==> src/rtl/sprite_pkg.sv <==
// Shared types and raster constants for the sprite renderer.
package sprite_pkg;

    localparam int H_ACTIVE = 640;
    localparam int V_ACTIVE = 480;
    localparam int COORD_W  = $clog2(H_ACTIVE);

    typedef logic [COORD_W-1:0] coord_t;

    typedef struct packed {
        logic [3:0] r;
        logic [3:0] g;
        logic [3:0] b;
    } rgb12_t;

    // Frame boundary: first pixel of the first line below the active area.
    function automatic logic is_fb(input coord_t x, input coord_t y);
        return (x == '0) && (y == coord_t'(V_ACTIVE));
    endfunction

endpackage

==> src/rtl/sprite_palette_ram.sv <==
// Palette register file: one synchronous write port, one combinational read port.
// A write and a read of the same entry in one cycle returns the old contents.
module sprite_palette_ram
    import sprite_pkg::*;
#(
    parameter int IDX_W = 4
) (
    input  logic             vga_clk,
    input  logic             reset_n,
    input  logic             we,
    input  logic [IDX_W-1:0] waddr,
    input  rgb12_t           wdata,
    input  logic [IDX_W-1:0] raddr,
    output rgb12_t           rdata
);

    rgb12_t mem [2**IDX_W];

    // Palette write port; all entries clear to black on reset.
    // NOTE: this is a small flop array, not a RAM macro, so resetting every entry is legal and keeps the first frame deterministic.
    always_ff @(posedge vga_clk or negedge reset_n) begin
        if (!reset_n) begin
            for (int i = 0; i < 2**IDX_W; i++) mem[i] <= '0;
        end else if (we) begin
            mem[waddr] <= wdata;
        end
    end

    assign rdata = mem[raddr];

endmodule

==> src/rtl/sprite_renderer.sv <==
// Palettized, animated, scalable sprite over a background colour.
// Pipeline: stage 0 box test (comb), stage 1 ROM address, stage 2 ROM data,
// then the registered colour output -- three cycles from DrawX/DrawY to red/green/blue.
module sprite_renderer
    import sprite_pkg::*;
#(
    parameter int SPR_W      = 64,
    parameter int SPR_H      = 64,
    parameter int N_FRAMES   = 4,
    parameter int SCALE_LOG2 = 0,
    parameter int IDX_W      = 4,
    parameter int TRANSP_IDX = 0,
    parameter int ANIM_DIV   = 8,
    parameter int ADDR_W     = $clog2(SPR_W*SPR_H*N_FRAMES),
    localparam int FRAME_W   = (N_FRAMES > 1) ? $clog2(N_FRAMES) : 1
) (
    input  logic              vga_clk,
    input  logic              reset_n,
    input  logic [9:0]        DrawX,
    input  logic [9:0]        DrawY,
    input  logic              blank,
    input  logic [9:0]        pos_x,
    input  logic [9:0]        pos_y,
    input  logic              pos_valid,
    output logic              pos_ready,
    input  logic              anim_en,
    input  logic [FRAME_W-1:0] frame_sel,
    output logic [ADDR_W-1:0] rom_addr,
    input  logic [IDX_W-1:0]  rom_q,
    input  logic              pal_we,
    input  logic [IDX_W-1:0]  pal_waddr,
    input  logic [11:0]       pal_wdata,
    input  logic [11:0]       bg_rgb,
    output logic [3:0]        red,
    output logic [3:0]        green,
    output logic [3:0]        blue,
    output logic              hit
);

    localparam int BOX_W      = SPR_W << SCALE_LOG2;
    localparam int BOX_H      = SPR_H << SCALE_LOG2;
    localparam int FRAME_SIZE = SPR_W * SPR_H;
    localparam int CNT_W      = (ANIM_DIV > 1) ? $clog2(ANIM_DIV) : 1;
    localparam logic [FRAME_W:0] N_FRAMES_W = (FRAME_W+1)'(N_FRAMES);

    coord_t              act_x, act_y, sh_x, sh_y;
    logic                sh_full;
    logic [FRAME_W-1:0]  frame;
    logic [CNT_W-1:0]    anim_cnt;
    logic                fb, pos_load;

    assign fb        = is_fb(DrawX, DrawY);
    assign pos_ready = !sh_full;
    assign pos_load  = pos_valid && !sh_full;

    // Double-buffered position: park offers in the shadow, commit them at the frame boundary.
    // NOTE: state registers use non-blocking assignment so every flop samples pre-edge values.
    always_ff @(posedge vga_clk or negedge reset_n) begin
        if (!reset_n) begin
            act_x   <= '0;
            act_y   <= '0;
            sh_x    <= '0;
            sh_y    <= '0;
            sh_full <= 1'b0;
        end else if (fb) begin
            if (sh_full) begin
                act_x   <= sh_x;
                act_y   <= sh_y;
                sh_full <= 1'b0;
            end else if (pos_load) begin
                act_x <= pos_x;
                act_y <= pos_y;
            end
        end else if (pos_load) begin
            sh_x    <= pos_x;
            sh_y    <= pos_y;
            sh_full <= 1'b1;
        end
    end

    // Animation frame select, updated only at the frame boundary.
    always_ff @(posedge vga_clk or negedge reset_n) begin
        if (!reset_n) begin
            frame    <= '0;
            anim_cnt <= '0;
        end else if (fb) begin
            if (anim_en) begin
                if (anim_cnt == CNT_W'(ANIM_DIV-1)) begin
                    anim_cnt <= '0;
                    frame    <= (frame == FRAME_W'(N_FRAMES-1)) ? '0 : frame + 1'b1;
                end else begin
                    anim_cnt <= anim_cnt + 1'b1;
                end
            end else if ({1'b0, frame_sel} < N_FRAMES_W) begin
                frame <= frame_sel;
            end
        end
    end

    // Stage 0: screen position relative to the sprite; bit 10 is the borrow.
    logic [10:0]       rel_x, rel_y, tex_x, tex_y;
    logic              inbox;
    logic [ADDR_W-1:0] addr_next;

    assign rel_x = {1'b0, DrawX} - {1'b0, act_x};
    assign rel_y = {1'b0, DrawY} - {1'b0, act_y};
    assign inbox = !rel_x[10] && !rel_y[10]
                && (rel_x < 11'(BOX_W)) && (rel_y < 11'(BOX_H));
    assign tex_x = rel_x >> SCALE_LOG2;
    assign tex_y = rel_y >> SCALE_LOG2;
    assign addr_next = ADDR_W'(frame) * ADDR_W'(FRAME_SIZE)
                     + ADDR_W'(tex_y) * ADDR_W'(SPR_W)
                     + ADDR_W'(tex_x);

    logic   inbox_d1, blank_d1, inbox_d2, blank_d2;
    rgb12_t bg_d1, bg_d2;

    // Stages 1 and 2: ROM address (held outside the box) and the side-band delay line.
    always_ff @(posedge vga_clk or negedge reset_n) begin
        if (!reset_n) begin
            rom_addr <= '0;
            inbox_d1 <= 1'b0;
            blank_d1 <= 1'b0;
            bg_d1    <= '0;
            inbox_d2 <= 1'b0;
            blank_d2 <= 1'b0;
            bg_d2    <= '0;
        end else begin
            if (inbox) rom_addr <= addr_next;
            inbox_d1 <= inbox;
            blank_d1 <= blank;
            bg_d1    <= bg_rgb;
            inbox_d2 <= inbox_d1;
            blank_d2 <= blank_d1;
            bg_d2    <= bg_d1;
        end
    end

    rgb12_t pal_rgb;

    sprite_palette_ram #(.IDX_W(IDX_W)) u_palette (
        .vga_clk (vga_clk),
        .reset_n (reset_n),
        .we      (pal_we),
        .waddr   (pal_waddr),
        .wdata   (pal_wdata),
        .raddr   (rom_q),
        .rdata   (pal_rgb)
    );

    // Output colour: black in blanking, palette colour on opaque texels, else background.
    always_ff @(posedge vga_clk or negedge reset_n) begin
        if (!reset_n) begin
            {red, green, blue} <= '0;
            hit                <= 1'b0;
        end else if (!blank_d2) begin
            {red, green, blue} <= '0;
            hit                <= 1'b0;
        end else if (inbox_d2 && (rom_q != IDX_W'(TRANSP_IDX))) begin
            {red, green, blue} <= {pal_rgb.r, pal_rgb.g, pal_rgb.b};
            hit                <= 1'b1;
        end else begin
            {red, green, blue} <= {bg_d2.r, bg_d2.g, bg_d2.b};
            hit                <= 1'b0;
        end
    end

endmodule
==> config.mk <==
export PLATFORM = sky130hd
export DESIGN_NAME = sprite_renderer
export DESIGN_NICKNAME = d
export VERILOG_FILES = /design/src/rtl/sprite_pkg.sv /design/src/rtl/sprite_palette_ram.sv /design/src/rtl/sprite_renderer.sv
export SDC_FILE = /design/constraint.sdc
export NUM_CORES = 1
export LEC_CHECK = 0
export ABC_CLOCK_PERIOD_IN_PS = 4500
export CAP_MARGIN = 5
export CORE_ASPECT_RATIO = 2
export CORE_MARGIN = 2
export CORE_UTILIZATION = 51
export CTS_CLUSTER_SIZE = 12
export DETAILED_ROUTE_END_ITERATION = 8
export PLACE_DENSITY = 0.71
export RECOVER_POWER = 50
export SLEW_MARGIN = 40
export SYNTH_ARGS = -nofsm -noshare
export SYNTH_HDL_FRONTEND = slang
export SYNTH_SLANG_ARGS = --single-unit
==> constraint.sdc <==
create_clock -name vga_clk -period 4.5 [get_ports vga_clk]
set_input_delay 0.9 -clock vga_clk [delete_from_list [all_inputs] [get_ports vga_clk]]
set_output_delay 0.9 -clock vga_clk [all_outputs]
set_load 0.02 [all_outputs]
# Word level (Yosys, flattened, before mapping)
# Cells that the tools add are included.
[totals]
wordCells = 130
register_bits = 293
[op_classes]
n_reduce_logical = 18
addsub = 6
bitwise = 3
eq_ne = 4
mux = 24
n_lt_le_gt_ge = 5
[op_table]
columns = ["operator", "n"]
rows = [
  ["bitwise mux 192 bit", 1],
  ["binary-select mux 12 bit (select 4 bit)", 1],
  ["demux 12 bit (select 4 bit)", 1],
  ["2-to-1 mux 10 bit", 4],
  ["2-to-1 mux 12 bit", 3],
  ["2-to-1 mux 4 bit", 6],
  ["< comparator 11 x 7 -> 1 bit (second input constant)", 2],
  ["subtractor 10 x 10 -> 11 bit", 2],
  ["adder 14 x 11 -> 14 bit", 1],
  ["adder 14 bit", 1],
  ["== test 10 x 9 -> 1 bit (second input constant)", 1],
  ["greater-or-equal comparator 5 bit (second input constant)", 2],
  ["zero test 10 bit", 1],
  ["inverter 4 -> 5 bit", 2],
  ["AND reduction 2 bit", 4],
  ["logical AND 1 bit", 7],
  ["2-to-1 mux 2 bit", 3],
  ["< comparator 5 x 1 -> 1 bit (second input constant)", 1],
  ["2-to-1 mux 1 bit", 4],
  ["nonzero test 2 bit", 2],
  ["nonzero test 4 bit", 1],
  ["adder 3 x 1 -> 3 bit (second input constant)", 1],
  ["== test 3 bit (second input constant)", 1],
  ["zero test 1 bit", 3],
  ["other kinds (5)", 5],
]

# Longest topological paths before layout
# Gate-level depths: netlist of the first run.
[depth]
ltp_word = 6
depth_mapped = 18
depth_no_buf = 18

# Cells and area by module
# Synthesis of the first run repeated with hierarchy kept, for this count alone.
[hier_totals]
hier_cells = 1003
hier_area_um2 = 13784.5
[by_module_without_submodules]
columns = ["module", "area_each_um2", "seq_area_each_um2", "n_inst", "cells_per_inst"]
rows = [
  ["sprite_palette_ram", 8644.5, 4804.6, 1, 540],
  ["sprite_renderer", 5139.9, 2527.4, 1, 463],
]

# Least setup slack after synthesis of the first run
# OpenSTA, ideal clock, no wires.
[synth_timing]
path_kind = "input port to flip-flop"
from = "in DrawX[0]"
to = "reg rom_addr[13]"
slack_ns = 0.755
t_arrival_ns = 3.620
stages = 15
t_required_ns = 4.375
setup_ns = 0.125
cell_sequence = "inv_1 -> ha_1 -> inv_1 -> fa_1 -> a21oi_1 -> o2bb2ai_1 -> o41a_1 -> xor2_1 -> ha_1 -> a21oi_1 -> o21bai_1 -> a21o_1 -> a31oi_1 -> xnor2_1 -> mux2_4"
[synth_via]
elab_chain_cells = 5
[synth_lines]
columns = ["item", "line_no", "rtl"]
rows = [
  ["from (decl)", "sprite_renderer.sv:19", "input logic [9:0] DrawX,"],
  ["subtractor 10 x 10 -> 11 bit (*)", "sprite_renderer.sv:105", "assign rel_x = {1'b0, DrawX} - {1'b0, act_x};"],
  ["parallel branches: the longest is 4 deep, another holds adder 14 x 11 -> 14 bit", "--", ""],
  ["to (signal assigned)", "sprite_renderer.sv:129", "if (inbox) rom_addr <= addr_next;"],
  ["to (decl)", "sprite_renderer.sv:28", "output logic [ADDR_W-1:0] rom_addr,"],
]
# Mark *: on every way between the ends.
# A chain may end at the register's enable or synchronous reset.

# Worst setup path after layout of the first run
# Ends and elaborated chain as after synthesis.

==> impl_metrics.tcl, run 1 <==
set metrics [dict create \
    critPathArrivalTime_ns 4.42 \
    drc_errors 0 \
    area_growth_pct 17.2 \
    async_flop_share_pct 100 \
    relSlewSlack_pct -110 \
    rows 84 \
    drt-pass1-iter-count 4 \
    synth_cell_types 57 \
    htreeDepth 1 \
    cts_max_path_buffers 3 \
    ys_seq_elements 290 \
    leakagePower_nw 6.97 \
    start_kind "input pin" \
    dieHeight_um 235 \
    finalCritPeriodShare_pct 88.5 \
    max_cap_violations 1 \
    critPathRequiredTime_ns 4.93 \
    coreArea_sq_um 26300 \
    dp_hpwl_um 21400 \
    worst_slew_pin_slew_ns 3.15 \
    pre_cts_slack_ns -0.0712 \
    drv_slew 66 \
    failed_checks "max-capacitance violations, max-slew violations" \
    antenna_found_initial 0 \
    vias 8197 \
    clock_latency_ns 0.55 \
    met1_usage_pct 23.3 \
    cts_tree "done" \
    nets 1202 \
    initial_core_util_pct 51.8 \
    grt_first_pass_wirelength_um 49100 \
    cts_root_buffer "clkbuf_16" \
    avgSynthCellArea_sq_um 13.8 \
    syn_nets 1097 \
    cts_buffers 28 \
    crit_fanout 4 \
    io_pins 108 \
    place_inst 1404 \
    gp_congestion 0.873 \
    yosysWarnings 0 \
    instances_no_fill 1440 \
    ir_drop_v 0.000356 \
    cts_num_sinks 290 \
    ys_seq_area_share_pct 53.3 \
    crit_path_end_kind "flop" \
    fin_ws_ns 0.517 \
    syn_area_sq_um 13600 \
    grt.met3_usage_pct 3.08 \
    cts-hold-fix-buffers 0 \
    path_clk_slew_ns 0.06 \
    die_w_um 120 \
    grt-busiest-layer "met2" \
    drive_gt1_share_pct 32.4 \
    grt_pass1_vias 9159 \
    avgRoutedWirePerCell_um 21.1 \
    drt_wl_total_um 30400 \
    finalCriticalPeriod_ns 3.98 \
    postCtsSetupRepairBufs 0 \
    rsz0062_at_grt "no" \
    cts.repair.resized 0 \
    port_buffers 107 \
    drt_iter0_markers 413 \
    ys.flop_type "dfrtp_1" \
    grt_max_degree 81 \
    finClkSkew_ns 0.00493 \
    critPathKind "input pin to flop" \
    num_antenna_cells 0 \
    viasPerCell 5.69 \
    synth-edff-count 0 \
    min_path_type "flop to flop" \
    ant_nets 0 \
    status "finished with violations" \
    hold_viol 0 \
    p_per_area_nw_per_um2 409 \
    setup_violations 0 \
    synth_cells 985 \
    grtUsageMet2_pct 44.6 \
    clock.fmax_ghz 0.251 \
    die_area_sq_um 28100 \
    grt_usage_pct 22.5 \
    overflow 0 \
]
power by group:
group	switching, mW	total (mW)	internal [mW]
registers	0.221	3.28	3.05
clock network	0.922	2.08	1.16
logic	0.444	1.16	0.717
total	1.59	6.52	4.93
metal layers:
| metal | vias up | wire length (um) |
|---|---|---|
| li1 | 3745 | - |
| met1 | 4216 | 10500 |
| met2 | 172 | 17900 |
| met3 | 64 | 1100 |
| met4 | 0 | 900 |
| met5 | - | 0 |
stage by stage:
| step | util (%) | total power [mW] | hold WS, ns | setup TNS [ns] | area (sq um) |
|---|---|---|---|---|---|
| after floorplan | - | 4.07 | 0.331 | 0 | 13600 |
| after global placement | 57.6 | 4.43 | 0.334 | 0 | 15100 |
| after detailed placement | 57.8 | 4.49 | 0.336 | -0.0712 | 15200 |
| after CTS | 60.7 | 6.59 | 0.301 | 0 | 16000 |
| after global routing | 60.7 | 6.82 | 0.355 | 0 | 15900 |
| final | 60.7 | 6.52 | 0.350 | 0 | 15900 |
path summary, 6_finish.rpt:
kind                            cells after the start  slack [ns]                  endpoint                 start
worst max-delay path                               16        0.52  rom_addr[13]$_DFFE_PN0P_              DrawX[0]
worst min-delay path                                0        0.35        bg_d2[2]$_DFF_PN0_    bg_d1[2]$_DFF_PN0_
worst max register to register                     14        1.02  rom_addr[13]$_DFFE_PN0P_  act_x[0]$_DFFE_PN0P_
worst min register to register                      0        0.35        bg_d2[2]$_DFF_PN0_    bg_d1[2]$_DFF_PN0_
max in group asynchronous                           2        0.88       sh_full$_DFFE_PN0P_               reset_n
min in group asynchronous                           1        1.60        bg_d1[7]$_DFF_PN0_               reset_n
sequential cells by signal, summed over array words and instances, names as in the netlist, 2 cells and up:
name,cells
act_x,10
act_y,10
anim_cnt,3
bg_d1,12
bg_d2,12
blue,4
frame,2
green,4
red,4
rom_addr,14
sh_x,10
sh_y,10
u_palette.mem,189
layout make-up:
type,count,area [sq um]
well taps,344,430
repair buffers,133,1320
multi-input cells,596,6020
flip-flops and latches,290,7260
clock buffers,35,758
clock inverters,1,5.00
fillers,2088,10300
inverters,41,154
kinds of logic (layout without fill, tap and decap cells):
| kind of cell | count (synthesis) | count (layout) | share of synthesized area (%) |
|---|---|---|---|
| AOI/OAI and AO/OA | 108 | 108 | 5.09 |
| muxes | 307 | 307 | 29.6 |
| xor gates and xnor gates | 19 | 19 | 1.22 |
| buffers and inverters | 99 | 210 | 2.88 |
| DFF | 290 | 290 | 53.3 |
| adders and majority gates | 32 | 32 | 3.11 |
| and+or+nand+nor | 130 | 130 | 4.80 |
cells in the final DEF (no fill, tap or decap), types with 11 or more instances in the layout:
cell type	n
a21oi_1	40
buf_4	21
clkbuf_16	29
clkdlybuf4s50_1	91
dfrtp_1	290
dlygate4sd3_1	13
ha_1	29
inv_1	41
mux2_2	222
mux2i_1	27
mux4_2	51
nand2_1	30
nor2_1	43
nor2b_1	11
o21ai_0	14
xnor2_1	14
critical path, cell delays in order:
cell	delay (ns)
clkdlybuf4s50_1	0.43
inv_1	0.08
ha_1	0.17
inv_1	0.06
fa_1	0.40
a21oi_1	0.21
o2bb2ai_1	0.14
o41a_1	0.40
xor2_1	0.26
ha_1	0.31
a21oi_1	0.22
o21bai_1	0.09
a21o_1	0.20
a31oi_1	0.21
xnor2_1	0.10
mux2_4	0.25
synth_stat cells, types with 3 or more instances:
cell / number / area (sq um)
a211oi_1: 3 / 22.5
a21boi_0: 10 / 75.1
a21o_1: 5 / 37.5
a21oi_1: 40 / 200
a221oi_1: 4 / 35.0
a22o_1: 3 / 26.3
a31oi_1: 3 / 18.8
buf_1: 4 / 15.0
buf_2: 7 / 35.0
clkbuf_1: 46 / 173
dfrtp_1: 290 / 7260
fa_1: 3 / 60.1
ha_1: 29 / 363
inv_1: 41 / 154
mux2_2: 222 / 2500
mux2_4: 7 / 105
mux2i_1: 27 / 270
mux4_2: 51 / 1150
nand2_1: 30 / 113
nand2b_1: 5 / 31.3
nand3_1: 6 / 30.0
nand3b_1: 5 / 37.5
nor2_1: 51 / 191
nor2b_1: 11 / 68.8
nor4_1: 3 / 18.8
o21a_1: 4 / 30.0
o21ai_0: 14 / 70.1
o21bai_1: 4 / 30.0
o22ai_1: 3 / 18.8
or3_1: 4 / 25.0
xnor2_1: 14 / 123
xor2_1: 5 / 43.8
(Power assumes the default switching activity.)
==> run 2, diff against run 1 <==
--- a/config.mk
+++ b/config.mk
@@ -8,7 +8,6 @@
 export ABC_CLOCK_PERIOD_IN_PS = 4500
 export CAP_MARGIN = 5
 export CORE_ASPECT_RATIO = 2
-export CORE_MARGIN = 2
 export CORE_UTILIZATION = 51
 export CTS_CLUSTER_SIZE = 12
 export DETAILED_ROUTE_END_ITERATION = 8
==> impl_metrics.tcl, run 2 (synthesis results as in run 1) <==
set metrics [dict create \
    status "finished with violations" \
    failed_checks "max-capacitance violations, max-slew violations" \
    critPathRequiredTime_ns 4.94 \
    drv_slew 58 \
    coreArea_sq_um 26300 \
    cts-hold-fix-buffers 0 \
    setup_violations 0 \
    area_growth_pct 17.3 \
    cts_num_sinks 290 \
    p_per_area_nw_per_um2 409 \
    ir_drop_v 0.000301 \
    drc_errors 0 \
    finalCriticalPeriod_ns 3.96 \
    whs_ns 0.347 \
    p_seq_share_pct 50.1 \
    fin_ws_ns 0.540 \
    cts_max_path_buffers 3 \
    finClkSkew_ns 0.0247 \
    power_frac_comb_pct 17.8 \
    worst-path-buf-inv 3 \
    drt-pass1-iter-count 4 \
    finalCritPeriodShare_pct 88.0 \
    viasPerCell 5.75 \
    dpl-instance-area_sq_um 15200 \
    final_area_sq_um 16000 \
    internal_power_mw 4.92 \
    dieHeight_um 233 \
    largestRegisters "u_palette.mem: 189 flops, rom_addr: 14 flops" \
    crit_path_end_kind "flop" \
    die_w_um 118 \
    crit_path_max_incr_delay_ns 0.44 \
    overflow 0 \
    ant_nets 0 \
    cts.repair.resized 0 \
    drive_gt1_share_pct 32.7 \
    worst_slew_pin_slew_ns 3.39 \
    min_path_type "flop to flop" \
    largest_reg_flops 189 \
    place_inst 1408 \
    r2r-end "rom_addr[13]$_DFFE_PN0P_" \
    vias 8304 \
    crit_path_start "DrawX[0]" \
    die_area_sq_um 27400 \
    crit_path_end "rom_addr[13]$_DFFE_PN0P_" \
    instances_no_fill 1445 \
    num_antenna_cells 0 \
    critPathKind "input pin to flop" \
    mostFrequentLayoutCells "290 x dfrtp_1, 222 x mux2_2, 91 x clkdlybuf4s50_1, 51 x mux4_2, 43 x nor2_1" \
    crit_fanout 3 \
    critPathArrivalTime_ns 4.40 \
    finalSetupTns_ns 0 \
    worst-r2r-setup-slack_ns 1.07 \
    largest_register "u_palette.mem" \
    leakagePower_nw 6.99 \
    max_cap_violations 1 \
    avgRoutedWirePerCell_um 21.3 \
    cts_buffers 28 \
    cp.depth 16 \
    start_kind "input pin" \
    layout_commonest_cell "dfrtp_1" \
    hold_viol 0 \
    final_util_pct 60.8 \
    grt_pass1_vias 9148 \
    rsz0062_at_grt "no" \
    antenna_found_initial 0 \
    cp_top_family "compound AO/OA/AOI/OAI gates" \
    cts_tree "done" \
    dp_hpwl_um 21600 \
    drt_wl_total_um 30800 \
    nets 1206 \
    r2r_cells 14 \
    cts_root_buffer "clkbuf_16" \
    postCtsSetupRepairBufs 0 \
    clock_latency_ns 0.56 \
    drt_iter0_markers 358 \
    clkPwrFrac_pct 32.1 \
    gp_congestion 0.860 \
    switchingPower_mw 1.61 \
    path_clk_slew_ns 0.06 \
    p_sw_share_pct 24.7 \
    initial_core_util_pct 51.8 \
    pre_cts_slack_ns -0.0540 \
    r2r-start "act_x[0]$_DFFE_PN0P_" \
    grt_max_degree 73 \
    port_buffers 107 \
    clock.fmax_ghz 0.253 \
    htreeDepth 1 \
    grt_first_pass_wirelength_um 49400 \
    grt_usage_pct 23.7 \
    relSlewSlack_pct -126 \
    total_power_mw 6.53 \
    cp_cell_sequence "clkdlybuf4s50_1 > inv_1 > ha_1 > inv_1 > fa_1 > a21oi_1 > o2bb2ai_1 > o41a_1 > xor2_1 > ha_1 > a21oi_1 > o21bai_1 > a21o_1 > a31oi_1 > xnor2_1 > mux2_4" \
    io_pins 108 \
    cpMaxStageDelayCell "clkdlybuf4s50_1" \
    rows 84 \
]
run 2: cell count changes in the layout (fill, tap and decap cells not counted), sizes merged:
| cell | change |
|---|---|
| buf | +1 |
| clkbuf | +5 |
| clkdlybuf4s25 | -1 |
run 2: worst min path at each step:
stage / startpoint / to / slack, ns / cells after the start
after floorplan: bg_d1[0]$_DFF_PN0_ / bg_d2[0]$_DFF_PN0_ / 0.33 / 0
after global placement: blank_d1$_DFF_PN0_ / blank_d2$_DFF_PN0_ / 0.34 / 0
after detailed placement: bg_d1[6]$_DFF_PN0_ / bg_d2[6]$_DFF_PN0_ / 0.34 / 0
after CTS: reset_n / green[3]$_DFF_PN0_ / 0.26 / 1
after global routing: blank_d1$_DFF_PN0_ / blank_d2$_DFF_PN0_ / 0.36 / 0
final: bg_d1[11]$_DFF_PN0_ / bg_d2[11]$_DFF_PN0_ / 0.35 / 0
run 2: area by class of cell:
class / instances / area (sq um)
repair buffers: 137 / 1350
flip-flops and latches: 290 / 7260
inverters: 41 / 154
fillers: 2089 / 10300
clock buffers: 36 / 751
clock inverters: 1 / 16.3
well taps: 344 / 430
multi-input cells: 596 / 6010
run 2: layer usage:
layer / part of all wire (%) / vias to the layer above / routed length (um) / GRT usage, %
met2: 58 / 205 / 17700 / 47.0
met5: 0 / - / 0 / 0
met3: 4.0 / 75 / 1240 / 3.06
met4: 4.6 / 0 / 1430 / 12.2
li1: - / 3751 / - / -
met1: 34 / 4273 / 10400 / 23.7
run 2: power groups by stage:
stage	Sequential (mW)	Combinational (mW)	Clock, mW
after floorplan	3.26	0.803	0
after global placement	3.29	1.14	0
after detailed placement	3.32	1.18	0
after CTS	3.27	1.18	2.16
after global routing	3.32	1.27	2.25
final	3.27	1.16	2.10
==> run 3, diff against run 2 <==
--- a/config.mk
+++ b/config.mk
@@ -6,7 +6,7 @@
 export NUM_CORES = 1
 export LEC_CHECK = 0
 export ABC_CLOCK_PERIOD_IN_PS = 4500
-export CAP_MARGIN = 5
+export CAP_MARGIN = 0
 export CORE_ASPECT_RATIO = 2
 export CORE_UTILIZATION = 51
 export CTS_CLUSTER_SIZE = 12
==> results of run 3 <==
The final DEF is identical to that of run 2; final timing and power are the same.
==> RTL change 1, RTL diff (settings of run 3) <==
Reset style: synchronous (`reset_n`), changed in 5 clocked blocks.
--- a/src/rtl/sprite_palette_ram.sv
+++ b/src/rtl/sprite_palette_ram.sv
@@ -20,3 +20,3 @@
     // NOTE: this is a small flop array, not a RAM macro, so resetting every entry is legal and keeps the first frame deterministic.
-    always_ff @(posedge vga_clk or negedge reset_n) begin
+    always_ff @(posedge vga_clk) begin
         if (!reset_n) begin
--- a/src/rtl/sprite_renderer.sv
+++ b/src/rtl/sprite_renderer.sv
@@ -57,3 +57,3 @@
     // NOTE: state registers use non-blocking assignment so every flop samples pre-edge values.
-    always_ff @(posedge vga_clk or negedge reset_n) begin
+    always_ff @(posedge vga_clk) begin
         if (!reset_n) begin
@@ -81,3 +81,3 @@
     // Animation frame select, updated only at the frame boundary.
-    always_ff @(posedge vga_clk or negedge reset_n) begin
+    always_ff @(posedge vga_clk) begin
         if (!reset_n) begin
@@ -118,3 +118,3 @@
     // Stages 1 and 2: ROM address (held outside the box) and the side-band delay line.
-    always_ff @(posedge vga_clk or negedge reset_n) begin
+    always_ff @(posedge vga_clk) begin
         if (!reset_n) begin
@@ -151,3 +151,3 @@
     // Output colour: black in blanking, palette colour on opaque texels, else background.
-    always_ff @(posedge vga_clk or negedge reset_n) begin
+    always_ff @(posedge vga_clk) begin
         if (!reset_n) begin
Behaviour: differs if reset_n is asserted again (counterexample within 4 cycles, from zero or initial values and one cycle with reset_n low); with reset_n held inactive, the same outputs for 4 cycles.
==> RTL change 1 against run 3 <==
The flow still finishes with violations (capacitance limit, slew limit). Final area increased by 0.22%. Final cell count increased by 7.1%. Largest power group unchanged. Power decreased by 9.3%. Worst setup slack got worse by 0.11 ns. Largest cell class unchanged. Clock skew decreased by 0.014 ns. Sequential cell count increased by 3. Area after synthesis increased by 0.24%. Clock power increased by 9.5%. Register-to-register slack got worse by 0.19 ns. Wire length increased by 9.0%.
==> RTL change 1: results (changes against run 3) <==
CTS Buf Count 29 (+3.6%); number of global-route vias before repair 8,962 (-2.0%); Slew @ Worst Pin 2.10 ns (-1.29 ns); met1 Use GR 23.8% (+0.028 points); M1 WL 11,200 um (+7.3%); via count 8,666 (+4.4%); Inst Count DP 1,494 (+6.1%); status complete, but fails checks; Non-clk bufs 149 (+8.8%); Mean Syn Cell Area 12.7 um^2 (-7.8%); WHS Path Cells 1 (+1); crit-path max cell delay 0.42 ns (-0.02 ns); Hold Slack 0.428 ns (+0.0804 ns); Routed WL 33,600 um (+9.0%); global placement routability congestion 0.896 (+4.2%); Avg WL per Cell 21.7 um (+1.8%); Compound-Gate Fraction of Synth Area 6.37% (+1.3 points); internal power 4.57 mW (-7.0%); CTS Sinks 293 (+1.0%); WL met2 19,400 um (+9.3%); Hold Crit Endpoint bg_d2[5]; global-route wire length before repair 51,300 um (+4.0%); Final Max Slew Viols 51 (-12%); post-placement worst setup slack -0.126 ns (-0.0722 ns); Worst VDD drop 0.304 mV (+0.86%); FF-to-FF setup slack 0.88 ns (-0.19 ns); worst setup path end rom_addr[12]; post-synthesis mux area share 13.2% (-16 points); layout cells sized above 1 11.8% (-21 points); Leak 5.69 nW (-19%); Inverters 33 (-20%); crit-path leading delay family adder cells; clock buf count 50 (+39%); GRT met2 Usage 51.2% (+4.2 points); CP Data Arrival Time 4.51 ns (+0.11 ns); nets 1,292 (+7.1%); ys async rst share 0% (-100 points); count of multi-input gates 675 (+13%); Clock-cell share 5.45% (+0.65 points); Post-synth top cells and2_1, edfxtp_1, dfxtp_1; Critical R2R Launch act_x[0]; dominant cells by area after synthesis edfxtp_1, dfxtp_1, and2_1, mux4_2, mux2i_1; Max Freq 246 MHz (-2.7%); Final Instance Area 16,000 um^2 (+0.22%); Final Skew 0.0112 ns (-0.0135 ns); metal3 WL 1180 um (-5.0%); ant diodes 1 (+1); xor and xnor area share after synthesis 1.07% (-0.15 points); Adder-Cell Fraction of Synth Area 3.08% (-0.026 points); number of max-cap violations 1 (unchanged); largest net degree at the start of global routing 51 (-30%); failing checks capacitance limit, slew limit; crit path max fanout 2 (-1); Yosys cell types 63 (+11%); hold_sp bg_d1[5]; DPL Wire Length 24,200 um (+12%)
RTL change 1: cell count changes after synthesis, sizes merged, moves of 10 or more:
cell,before,now
a211oi,3,28
a21oi,41,31
mux2i,27,45
nor2,51,82
dfxtp,0,101
and2,1,222
edfxtp,0,192
mux2,229,0
nand2,30,48
dfrtp,290,0
clkbuf,46,61
RTL change 1: cell families after synthesis:
| logic type | after synthesis |
|---|---|
| buf+inv | 103 |
| compound gates | 118 |
| simple gates | 405 |
| flops | 293 |
| fa+ha+maj | 32 |
| xor+xnor | 15 |
| mux | 105 |
RTL change 1: power groups by stage:
| stage | Combinational, mW | Sequential (mW) | Clock, mW |
|---|---|---|---|
| floorplan | 0.360 | 3.06 | 0 |
| detailed placement | 0.611 | 3.08 | 0 |
| global route | 0.644 | 3.03 | 2.44 |
| finish | 0.603 | 3.02 | 2.30 |
| global placement | 0.604 | 3.07 | 0 |
| CTS | 0.614 | 3.02 | 2.33 |
==> RTL change 2, RTL diff (settings of run 3) <==
Made on the original files. Set the parameter `N_FRAMES` to 8 (it was 4).
--- a/src/rtl/sprite_renderer.sv
+++ b/src/rtl/sprite_renderer.sv
@@ -8,3 +8,3 @@
     parameter int SPR_H      = 64,
-    parameter int N_FRAMES   = 4,
+    parameter int N_FRAMES   = 8,
     parameter int SCALE_LOG2 = 0,
Interface: changed (resized frame_sel and rom_addr); port bits go from 108 to 110. No check against the original RTL was run, so the function may have changed too.
==> RTL change 2 against run 3 <==
The run still ends with capacitance limit, slew limit left. Wire length decreased by 2.5%. Largest cell class unchanged. Power decreased by 0.31%. Final cell count increased by 2.1%. Sequential cell count increased by 1. Area after synthesis increased by 0.49%. Register-to-register slack got worse by 0.39 ns. Final area increased by 0.89%. Worst setup slack got worse by 0.35 ns.
==> RTL change 2: results (changes against run 3) <==
Syn Inst Count 998 (+1.3%); via count 8,311 (+0.084%); status complete, but fails checks; FF-to-FF setup slack 0.68 ns (-0.39 ns); Post-Place Cell Area 15,400 um^2 (+1.1%); Post-synth top cells dfrtp_1, mux2_2, nor2_1; global-route wire length before repair 48,500 um (-1.7%); Total GRT Usage 23.0% (-0.78 points); drt initial violations 297 (-17%); number of max-cap violations 2 (+1); Port Buffer Count 109 (+1.9%); Worst VDD drop 0.332 mV (+10%); Avg WL per Cell 20.3 um (-4.5%); crit-path leading delay family adder cells; largest net degree at the start of global routing 63 (-14%); Final Max Slew Viols 112 (+93%); DR pass1 iterations 6 (+2); biggest regs u_palette.mem (188), rom_addr (15); failing checks capacitance limit, slew limit; number of global-route vias before repair 9,037 (-1.2%); Hold Crit Endpoint bg_d2[11]; FF-to-FF End rom_addr[14]; layout cells sized above 1 32.5% (-0.16 points); CP Data Arrival Time 4.74 ns (+0.34 ns); post-route minimum period 4.31 ns (+0.352 ns); sequential-to-total area share from yosys stat 53.3% (-0.076 points); Layout Cells excl Fill 1,475 (+2.1%); Inst Count DP 1,439 (+2.2%); Max transition margin -47.8% (+78 points); fillcell total 2,072 (-0.81%); post-placement worst setup slack -0.416 ns (-0.362 ns); Hold Slack 0.349 ns (+0.00114 ns); crit-path max cell delay 0.42 ns (-0.02 ns); syn_nets 1,113 (+1.5%); Final Skew 0.0109 ns (-0.0138 ns); worst setup path end rom_addr[14]; global placement routability congestion 0.836 (-2.8%); dominant cells by area after synthesis dfrtp_1, mux2_2, mux4_2, ha_1, mux2i_1; nets 1,240 (+2.8%); worst skew pair latency approximately 0.55 ns; multi-input logic area 6050 um^2 (+0.60%); DPL Wire Length 21,600 um (about the same); crit path max fanout 4 (+1); Reg2Reg Depth 16 (+2); Leak 7.21 nW (+3.2%)
-- RTL change 2: cells by family (layout without fill, tap and decap cells) --
group,Yosys count,count (layout),synth area share (%)
mux,309,309,29.3
flops,291,291,53.3
simple gates,139,139,4.93
compound gates,106,106,5.00
buf+inv,98,231,2.76
fa+ha+maj,34,34,3.28
xor+xnor,21,21,1.45
-- RTL change 2: power breakdown --
part / internal, mW / switching, mW / leakage (nW)
registers: 3.06 / 0.213 / 3.64
logic: 0.708 / 0.437 / 3.19
clock network: 1.18 / 0.923 / 0.378
total: 4.94 / 1.57 / 7.21
-- RTL change 2: per-layer routing --
layer  share of wire [%]  track usage, %
met5                   0               0
met4                 2.4            7.17
met3                 3.5            3.20
met2                  58            46.1
met1                  36            24.1
-- RTL change 2: cell type report --
type,count,area share [%]
Sequential cell,291,45.2
Multi-Input combinational cell,609,37.5
Timing Repair Buffer,154,8.83
Clock buffer,36,4.79
Tap cell,344,2.67
Inverter,41,0.956
